<file path="config.mk">
export PLATFORM = sky130hd
export DESIGN_NAME = ili9341_spi_receiver_flat
export DESIGN_NICKNAME = d
export VERILOG_FILES = /design/src/rtl/ili9341_spi_receiver_if.sv /design/src/rtl/ili9341_spi_receiver.sv /design/src/flat_wrapper.sv
export SDC_FILE = /design/constraint.sdc
export NUM_CORES = 1
export LEC_CHECK = 0
export CORE_UTILIZATION = 52
export CTS_CLUSTER_SIZE = 40
export DETAILED_ROUTE_END_ITERATION = 16
export GPL_ROUTABILITY_DRIVEN = 0
export PLACE_DENSITY = 0.73
export SYNTH_ARGS = -nofsm -noshare
export SYNTH_HDL_FRONTEND = slang
export SYNTH_SLANG_ARGS = --single-unit
</file>
<file path="constraint.sdc">
create_clock -name clk -period 1.96 [get_ports clk]
set_clock_uncertainty 0.2 [all_clocks]
set_input_delay 0.392 -clock clk [delete_from_list [all_inputs] [get_ports clk]]
set_output_delay 0.392 -clock clk [all_outputs]
set_load 0.01 [all_outputs]
</file>
<file path="src/rtl/ili9341_spi_receiver_if.sv">
// ILI9341 SPI receiver bus bundle.
// Carries the four raw SPI lines from the display controller and the decoded
// command / pixel outputs of the receiver.
//   master : drives spi_mosi/spi_sck/spi_cs/spi_dc, observes decoded outputs
//   slave  : samples the SPI lines, drives cmd_*, pixel_*, frame_done
interface ili9341_spi_receiver_if #(
  parameter int PIXEL_SIZE = 16
);
  logic                  spi_mosi;
  logic                  spi_sck;
  logic                  spi_cs;
  logic                  spi_dc;
  logic                  cmd_valid;
  logic [7:0]            cmd_byte;
  logic                  pixel_valid;
  logic [PIXEL_SIZE-1:0] pixel_data;
  logic [15:0]           pixel_x;
  logic [15:0]           pixel_y;
  logic                  frame_done;

  modport master (
    output spi_mosi, spi_sck, spi_cs, spi_dc,
    input  cmd_valid, cmd_byte, pixel_valid, pixel_data, pixel_x, pixel_y, frame_done
  );

  modport slave (
    input  spi_mosi, spi_sck, spi_cs, spi_dc,
    output cmd_valid, cmd_byte, pixel_valid, pixel_data, pixel_x, pixel_y, frame_done
  );
endinterface

</file>
<file path="src/rtl/ili9341_spi_receiver.sv">
// ILI9341 4-wire SPI receive-side decoder.
// Oversamples the SPI lines in the clk domain, assembles bytes, tracks the
// CASET/PASET address window and emits one strobed RGB565 pixel with its
// (x, y) coordinate for every pixel written after RAMWR.
// Ports:
//   clk, rst : system clock (>= 4x spi_sck), synchronous active-high reset
//   bus      : slave side of ili9341_spi_receiver_if (SPI in, decoded out)
module ili9341_spi_receiver #(
  parameter int WIDTH      = 240,
  parameter int HEIGHT     = 320,
  parameter int PIXEL_SIZE = 16
) (
  input  logic                          clk,
  input  logic                          rst,
  ili9341_spi_receiver_if.slave         bus
);

  localparam logic [15:0] EC_RST = 16'(WIDTH - 1);
  localparam logic [15:0] EP_RST = 16'(HEIGHT - 1);

  typedef enum logic [2:0] {
    ST_IDLE, ST_CASET, ST_PASET, ST_RAMWR, ST_OTHER
  } state_t;

  state_t state, state_nxt;

  logic [1:0] sck_sync, cs_sync, dc_sync, mosi_sync;
  logic       sck_prev;
  logic       sck_rise;

  logic [2:0] bit_cnt;
  logic [7:0] shift_p0;
  logic       byte_dc_p0;
  logic       vld_p0;

  logic [15:0] sc, ec, sp, ep;
  logic [15:0] cur_x, cur_y;
  logic [2:0]  param_idx;
  logic        pend;
  logic [7:0]  hi_byte;

  logic                  cmd_valid_p1, pixel_valid_p1, frame_done_p1;
  logic [7:0]            cmd_byte_p1;
  logic [PIXEL_SIZE-1:0] pixel_data_p1;
  logic [15:0]           pixel_x_p1, pixel_y_p1;

  // ---- input synchronizers and SCK edge detect ----
  always_ff @(posedge clk) begin
    if (rst) begin
      sck_sync  <= 2'b00;
      cs_sync   <= 2'b11;
      dc_sync   <= 2'b00;
      mosi_sync <= 2'b00;
      sck_prev  <= 1'b0;
    end else begin
      sck_sync  <= {sck_sync[0], bus.spi_sck};
      cs_sync   <= {cs_sync[0], bus.spi_cs};
      dc_sync   <= {dc_sync[0], bus.spi_dc};
      mosi_sync <= {mosi_sync[0], bus.spi_mosi};
      sck_prev  <= sck_sync[1];
    end
  end

  assign sck_rise = sck_sync[1] & ~sck_prev;

  // ---- stage p0: bit assembly ----
  // CS high wins over a coincident SCK edge, so a partial byte is dropped.
  always_ff @(posedge clk) begin
    if (rst) begin
      bit_cnt <= 3'd0;
      vld_p0  <= 1'b0;
    end else begin
      vld_p0 <= 1'b0;
      if (cs_sync[1]) begin
        bit_cnt <= 3'd0;
      end else if (sck_rise) begin
        bit_cnt <= bit_cnt + 3'd1;
        if (bit_cnt == 3'd7) vld_p0 <= 1'b1;
      end
    end
  end

  always_ff @(posedge clk) begin
    if (!cs_sync[1] && sck_rise) begin
      shift_p0 <= {shift_p0[6:0], mosi_sync[1]};
      if (bit_cnt == 3'd7) byte_dc_p0 <= dc_sync[1];
    end
  end

  // ---- command FSM: next state ----
  always_comb begin
    state_nxt = state;
    if (vld_p0 && !byte_dc_p0) begin
      case (shift_p0)
        8'h2A:   state_nxt = ST_CASET;
        8'h2B:   state_nxt = ST_PASET;
        8'h2C:   state_nxt = ST_RAMWR;
        default: state_nxt = ST_OTHER;
      endcase
    end
  end

  always_ff @(posedge clk) begin
    if (rst) state <= ST_IDLE;
    else     state <= state_nxt;
  end

  // ---- stage p1: byte decode, window registers, pixel strobe ----
  always_ff @(posedge clk) begin
    if (rst) begin
      cmd_valid_p1   <= 1'b0;
      pixel_valid_p1 <= 1'b0;
      frame_done_p1  <= 1'b0;
      cmd_byte_p1    <= 8'd0;
      pixel_data_p1  <= '0;
      pixel_x_p1     <= 16'd0;
      pixel_y_p1     <= 16'd0;
      sc             <= 16'd0;
      ec             <= EC_RST;
      sp             <= 16'd0;
      ep             <= EP_RST;
      cur_x          <= 16'd0;
      cur_y          <= 16'd0;
      param_idx      <= 3'd0;
      pend           <= 1'b0;
    end else begin
      cmd_valid_p1   <= 1'b0;
      pixel_valid_p1 <= 1'b0;
      frame_done_p1  <= 1'b0;
      if (vld_p0) begin
        if (!byte_dc_p0) begin
          cmd_valid_p1 <= 1'b1;
          cmd_byte_p1  <= shift_p0;
          param_idx    <= 3'd0;
          if (shift_p0 == 8'h2C) begin
            cur_x <= sc;
            cur_y <= sp;
            pend  <= 1'b0;
          end
        end else begin
          case (state)
            // param_idx[2] marks that all four window bytes have arrived
            ST_CASET, ST_PASET: begin
              if (!param_idx[2]) begin
                param_idx <= param_idx + 3'd1;
                case ({state == ST_PASET, param_idx[1:0]})
                  3'b000: sc[15:8] <= shift_p0;
                  3'b001: sc[7:0]  <= shift_p0;
                  3'b010: ec[15:8] <= shift_p0;
                  3'b011: ec[7:0]  <= shift_p0;
                  3'b100: sp[15:8] <= shift_p0;
                  3'b101: sp[7:0]  <= shift_p0;
                  3'b110: ep[15:8] <= shift_p0;
                  default: ep[7:0] <= shift_p0;
                endcase
              end
            end
            ST_RAMWR: begin
              if (!pend) begin
                hi_byte <= shift_p0;
                pend    <= 1'b1;
              end else begin
                pend           <= 1'b0;
                pixel_valid_p1 <= 1'b1;
                pixel_data_p1  <= {hi_byte, shift_p0};
                pixel_x_p1     <= cur_x;
                pixel_y_p1     <= cur_y;
                // Equality-only compares: an inverted window wraps through 0xFFFF.
                if (cur_x != ec) begin
                  cur_x <= cur_x + 16'd1;
                end else if (cur_y != ep) begin
                  cur_x <= sc;
                  cur_y <= cur_y + 16'd1;
                end else begin
                  frame_done_p1 <= 1'b1;
                  cur_x         <= sc;
                  cur_y         <= sp;
                end
              end
            end
            default: ;
          endcase
        end
      end else if (cs_sync[1]) begin
        pend <= 1'b0;
      end
    end
  end

  assign bus.cmd_valid   = cmd_valid_p1;
  assign bus.cmd_byte    = cmd_byte_p1;
  assign bus.pixel_valid = pixel_valid_p1;
  assign bus.pixel_data  = pixel_data_p1;
  assign bus.pixel_x     = pixel_x_p1;
  assign bus.pixel_y     = pixel_y_p1;
  assign bus.frame_done  = frame_done_p1;

endmodule
</file>
<file path="src/flat_wrapper.sv">
// flat-port wrapper written by rule: the top's interface ports become plain ports
module ili9341_spi_receiver_flat 
#(
  parameter int WIDTH      = 240,
  parameter int HEIGHT     = 320,
  parameter int PIXEL_SIZE = 16
)
  (clk, rst, bus_spi_mosi, bus_spi_sck, bus_spi_cs, bus_spi_dc, bus_cmd_valid, bus_cmd_byte, bus_pixel_valid, bus_pixel_data, bus_pixel_x, bus_pixel_y, bus_frame_done);
  ili9341_spi_receiver_if #(.PIXEL_SIZE(PIXEL_SIZE)) bus_i ();
  input  logic clk;
  input  logic rst;
  input wire logic [$bits(bus_i.spi_mosi)-1:0] bus_spi_mosi;
  input wire logic [$bits(bus_i.spi_sck)-1:0] bus_spi_sck;
  input wire logic [$bits(bus_i.spi_cs)-1:0] bus_spi_cs;
  input wire logic [$bits(bus_i.spi_dc)-1:0] bus_spi_dc;
  output wire logic [$bits(bus_i.cmd_valid)-1:0] bus_cmd_valid;
  output wire logic [$bits(bus_i.cmd_byte)-1:0] bus_cmd_byte;
  output wire logic [$bits(bus_i.pixel_valid)-1:0] bus_pixel_valid;
  output wire logic [$bits(bus_i.pixel_data)-1:0] bus_pixel_data;
  output wire logic [$bits(bus_i.pixel_x)-1:0] bus_pixel_x;
  output wire logic [$bits(bus_i.pixel_y)-1:0] bus_pixel_y;
  output wire logic [$bits(bus_i.frame_done)-1:0] bus_frame_done;
  assign bus_i.spi_mosi = bus_spi_mosi;
  assign bus_i.spi_sck = bus_spi_sck;
  assign bus_i.spi_cs = bus_spi_cs;
  assign bus_i.spi_dc = bus_spi_dc;
  assign bus_cmd_valid = bus_i.cmd_valid;
  assign bus_cmd_byte = bus_i.cmd_byte;
  assign bus_pixel_valid = bus_i.pixel_valid;
  assign bus_pixel_data = bus_i.pixel_data;
  assign bus_pixel_x = bus_i.pixel_x;
  assign bus_pixel_y = bus_i.pixel_y;
  assign bus_frame_done = bus_i.frame_done;
  ili9341_spi_receiver #(.WIDTH(WIDTH), .HEIGHT(HEIGHT), .PIXEL_SIZE(PIXEL_SIZE)) u_core (.clk(clk), .rst(rst), .bus(bus_i));
endmodule
</file>
==> results by group <==
Critical path
  • CP dominant cell by count: buf_4
  • WP data required: 2.11 ns
  • R2R depth: 8
  • CP max FO: 6
  • Crit end category: flip-flop
  • CP max-delay cell: o41ai_4
  • Critical setup path kind: reg -> reg
  • Critical path's largest stage delay: about 0.34 ns
  • Critical path startpoint category: flip-flop
  • Worst Path Arrival: approximately 2.3 ns
  • Crit-path cells: xnor2_2 -> nand4_1 -> buf_4 -> o41ai_4 -> buf_4 -> buf_6 -> nand2_1 -> a311oi_2

Routing
  • Vias: 7,454
  • Mean number of vias per cell: approximately 5.8
  • Final wirelength: approximately 23 mm
  • Avg WL per Cell: 17.5 um
  • Drt initial violations: 802
  • Router iterations before antenna repair: 5
  • DR DRC count: 0
  • DRT antenna net count: 0

Placed design
  • Dpl cell area: 9620 um^2
  • Pre-CTS WS: -0.205 ns
  • PortBufs: 64
  • Post-detail-place hpwl: between 10 and 15 mm

Clocking
  • CTS tree: done
  • CTS buffer count: 17
  • Clock Latency Late Sink: roughly 0.44 ns
  • Clock slew at reported path FFs: approximately 0.070 ns
  • Clock tree root driver cell: clkbuf_16
  • CTS sink count: around 190
  • H-tree depth: 4
  • Clock Tree Buf Depth: 2
  • Post-cts hold buffer count: 0

Timing
  • Fmax: 470 MHz
  • RSZ-0062 raised after global routing: true
  • Setup TNS: -3.85 ns
  • Max Transition Viols Final: 0
  • Worst Max-Slew Pin Slew: roughly 0.45 ns
  • Fin. Hold Viols: 0
  • Final setup violation count: 33
  • Period utilization: 1.08
  • Max-slew headroom: 0.693
  • Final Critical Period: between 2 and 2.5 ns
  • Worst setup margin: -0.166 ns

Pwr
  • Sequential power share: 0.527
  • Peak supply drop: 0.608 mV
  • Clock power share: 0.457
  • Switching power: between 1500 and 2000 uW
  • Power Density: approximately 700 nW/um^2
  • Switching Fraction: 0.215
  • LEAKAGE: between 0.003 and 0.004 uW
  • P_int: just under 6000 uW
  • Logic pwr share: 0.017

Logic synthesis
  • Number of flops mapped to enable cells by yosys: 17
  • Syn_area_per_cell: between 8 and 9 um^2
  • Synthesized instance count: between 900 and 1,000
  • Netlist cell types: between 50 and 60
  • Synth Warn #: 0
  • Syn Nets: about 960
  • Synthesized cell area: between 8000 and 9000 um^2
  • Sequential area share after synthesis: 0.493
  • Seq cells post-synth: approximately 190
  • Most common flop cell mapped by yosys: dfxtp_1
  • Post-synthesis async set-or-reset flop share: 0

Cells and area
  • Syn-to-layout area delta: 33.5%
  • Most frequent cells in the layout: nand2_1 (194), dfxtp_1 (160), a21oi_1 (110), buf_4 (97), nand3_1 (79)
  • Sequential cell area: between 4000 and 5000 um^2
  • Area of the multi-input gates: approximately 4300 um^2
  • Share of layout cells above drive strength 1: 0.233
  • Finished Core Util: 0.712
  • Nets@finish: approximately 1,100
  • Commonest non-fill, non-tap cell in the layout: nand2_1
  • Filler Cell Count: between 1,000 and 1,500
  • Design area: 10,900 um^2
  • Antenna diodes: 0

Outcome
  • Status: finished, violations left
  • Failing checks: setup timing

Global route
  • GR Util All Layers: 0.289
  • Initial antenna violation count: 0
  • Vias in the first global route: a little under 7,000
  • Largest net degree at the start of global routing: 61
  • GR Overflow Total: 0
  • Global-route wire length before repair: approximately 36 mm

Die
  • Area of the die: about 16,000 um^2
  • Die width: 127 um
  • Initial Utilization: 0.533
  • Rows: 45
  • DIE HEIGHT: ~130 um
  • Top Ports: 65
  • Core region area: 15,300 um^2

Min path
  • Hold Path Class: in -> reg
  • Hold Crit Depth: 2

Flow run
  • Maxcap violations: 0
==> power by group through the flow <==
stage / sequential, uW / clock [uW] / combinational (uW)
finish: 3960 / 3440 / 126
global route: 3960 / 3660 / 137
CTS: 3960 / 3470 / 118
detailed placement: 4050 / 0 / 113
global placement: 4050 / 0 / 113
floorplan: 4050 / 0 / 67.3
==> path summary, 6_finish.rpt <==
path	from	to	slack (ns)
worst max-delay path	u_core.cur_x[6]	u_core.cur_x[1]	-0.17
worst min register to register	u_core.mosi_sync[1]	u_core.shift_p0[0]	0.21
worst min-delay path	rst	u_core.bus.pixel_valid	0.11
worst max register to register	u_core.cur_x[6]	u_core.cur_x[1]	-0.17
==> flip-flops by register name, indices dropped and copies added, names as in the netlist, 16 cells and up <==
signal and flops:
u_core.ep 16, u_core.ec 16, u_core.cur_y 16, u_core.bus.pixel_data 16, u_core.cur_x 16, u_core.bus.pixel_x 16
u_core.bus.pixel_y 16, u_core.sp 16, u_core.sc 16
==> metrics by stage <==
step,total power (uW),cells,hold slack [ns]
after floorplan,4120,949,0.186
after global placement,4160,1248,0.191
after detailed placement,4160,1248,0.192
after CTS,7550,1291,0.0983
after global routing,7750,1294,0.105
final,7520,1294,0.111
==> per-layer routing <==
layer / track usage / up-vias / routed length (um)
met2: 0.455 / 284 / 10800
li1: - / 3539 / -
met3: 0.0599 / 40 / 1400
met4: 0.102 / 0 / 390
met1: 0.394 / 3591 / 10000
met5: 0 / - / 0
==> logic make-up (layout without fill, tap and decap cells) <==
kind of cell    count (synthesis)  in the layout  share of synthesized area
fa+ha+maj                       8              8                     0.0123
buf+inv                        99            232                     0.0480
mux                            25             25                     0.0307
xor+xnor                       43             43                     0.0472
flops                         192            192                      0.493
compound gates                195            195                      0.144
simple gates                  387            388                      0.224
==> synth_stat cells (all sizes together), types with 2 or more instances <==
| library cell | number | share of area |
|---|---|---|
| a21oi | 120 | 0.074 |
| buf | 12 | 0.0078 |
| nor4 | 8 | 0.0077 |
| or3 | 3 | 0.0023 |
| and2 | 9 | 0.0069 |
| nand4 | 12 | 0.011 |
| edfxtp | 17 | 0.063 |
| a31oi | 6 | 0.0046 |
| inv | 22 | 0.010 |
| o211ai | 2 | 0.0018 |
| ha | 8 | 0.012 |
| and3 | 6 | 0.0046 |
| or2 | 4 | 0.0031 |
| o21ai | 8 | 0.0049 |
| a22oi | 2 | 0.0018 |
| nand4b | 2 | 0.0022 |
| nor2b | 10 | 0.0077 |
| xnor2 | 27 | 0.030 |
| o31ai | 8 | 0.0074 |
| a311oi | 4 | 0.0043 |
| nand3 | 84 | 0.052 |
| xor2 | 16 | 0.017 |
| a211oi | 24 | 0.022 |
| clkbuf | 65 | 0.030 |
| nor3 | 12 | 0.0074 |
| o32ai | 14 | 0.015 |
| nand2b | 2 | 0.0015 |
| nand2 | 200 | 0.092 |
| mux2i | 25 | 0.031 |
| dfxtp | 175 | 0.43 |
| nor2 | 21 | 0.0097 |
| and4 | 7 | 0.0075 |
==> critical path: cells and delay by family, from the launching register on <==
kind / cells / cell delay [ns]
AND/OR/NAND/NOR: 2 / 0.27
buffers and inverters: 3 / 0.55
XOR/XNOR: 1 / 0.16
flip-flops: 1 / 0.33
AO/OA/AOI/OAI: 2 / 0.52
==> repair_timing <==
item                       in CTS  in global routing
setup buffers                   8                  3
pin swaps                      16                 12
gates cloned                    3                  0
resized for setup              58                 65
setup endpoints to repair      34                 71
==> cell type report <==
class | count | area share
clock inverters | 9 | 0.00898
repair buffers | 178 | 0.151
inverters | 22 | 0.00760
multi-input cells | 659 | 0.392
flip-flops and latches | 192 | 0.371
well taps | 211 | 0.0243
clock buffers | 23 | 0.0449
Power figures use the tool's default switching activity.
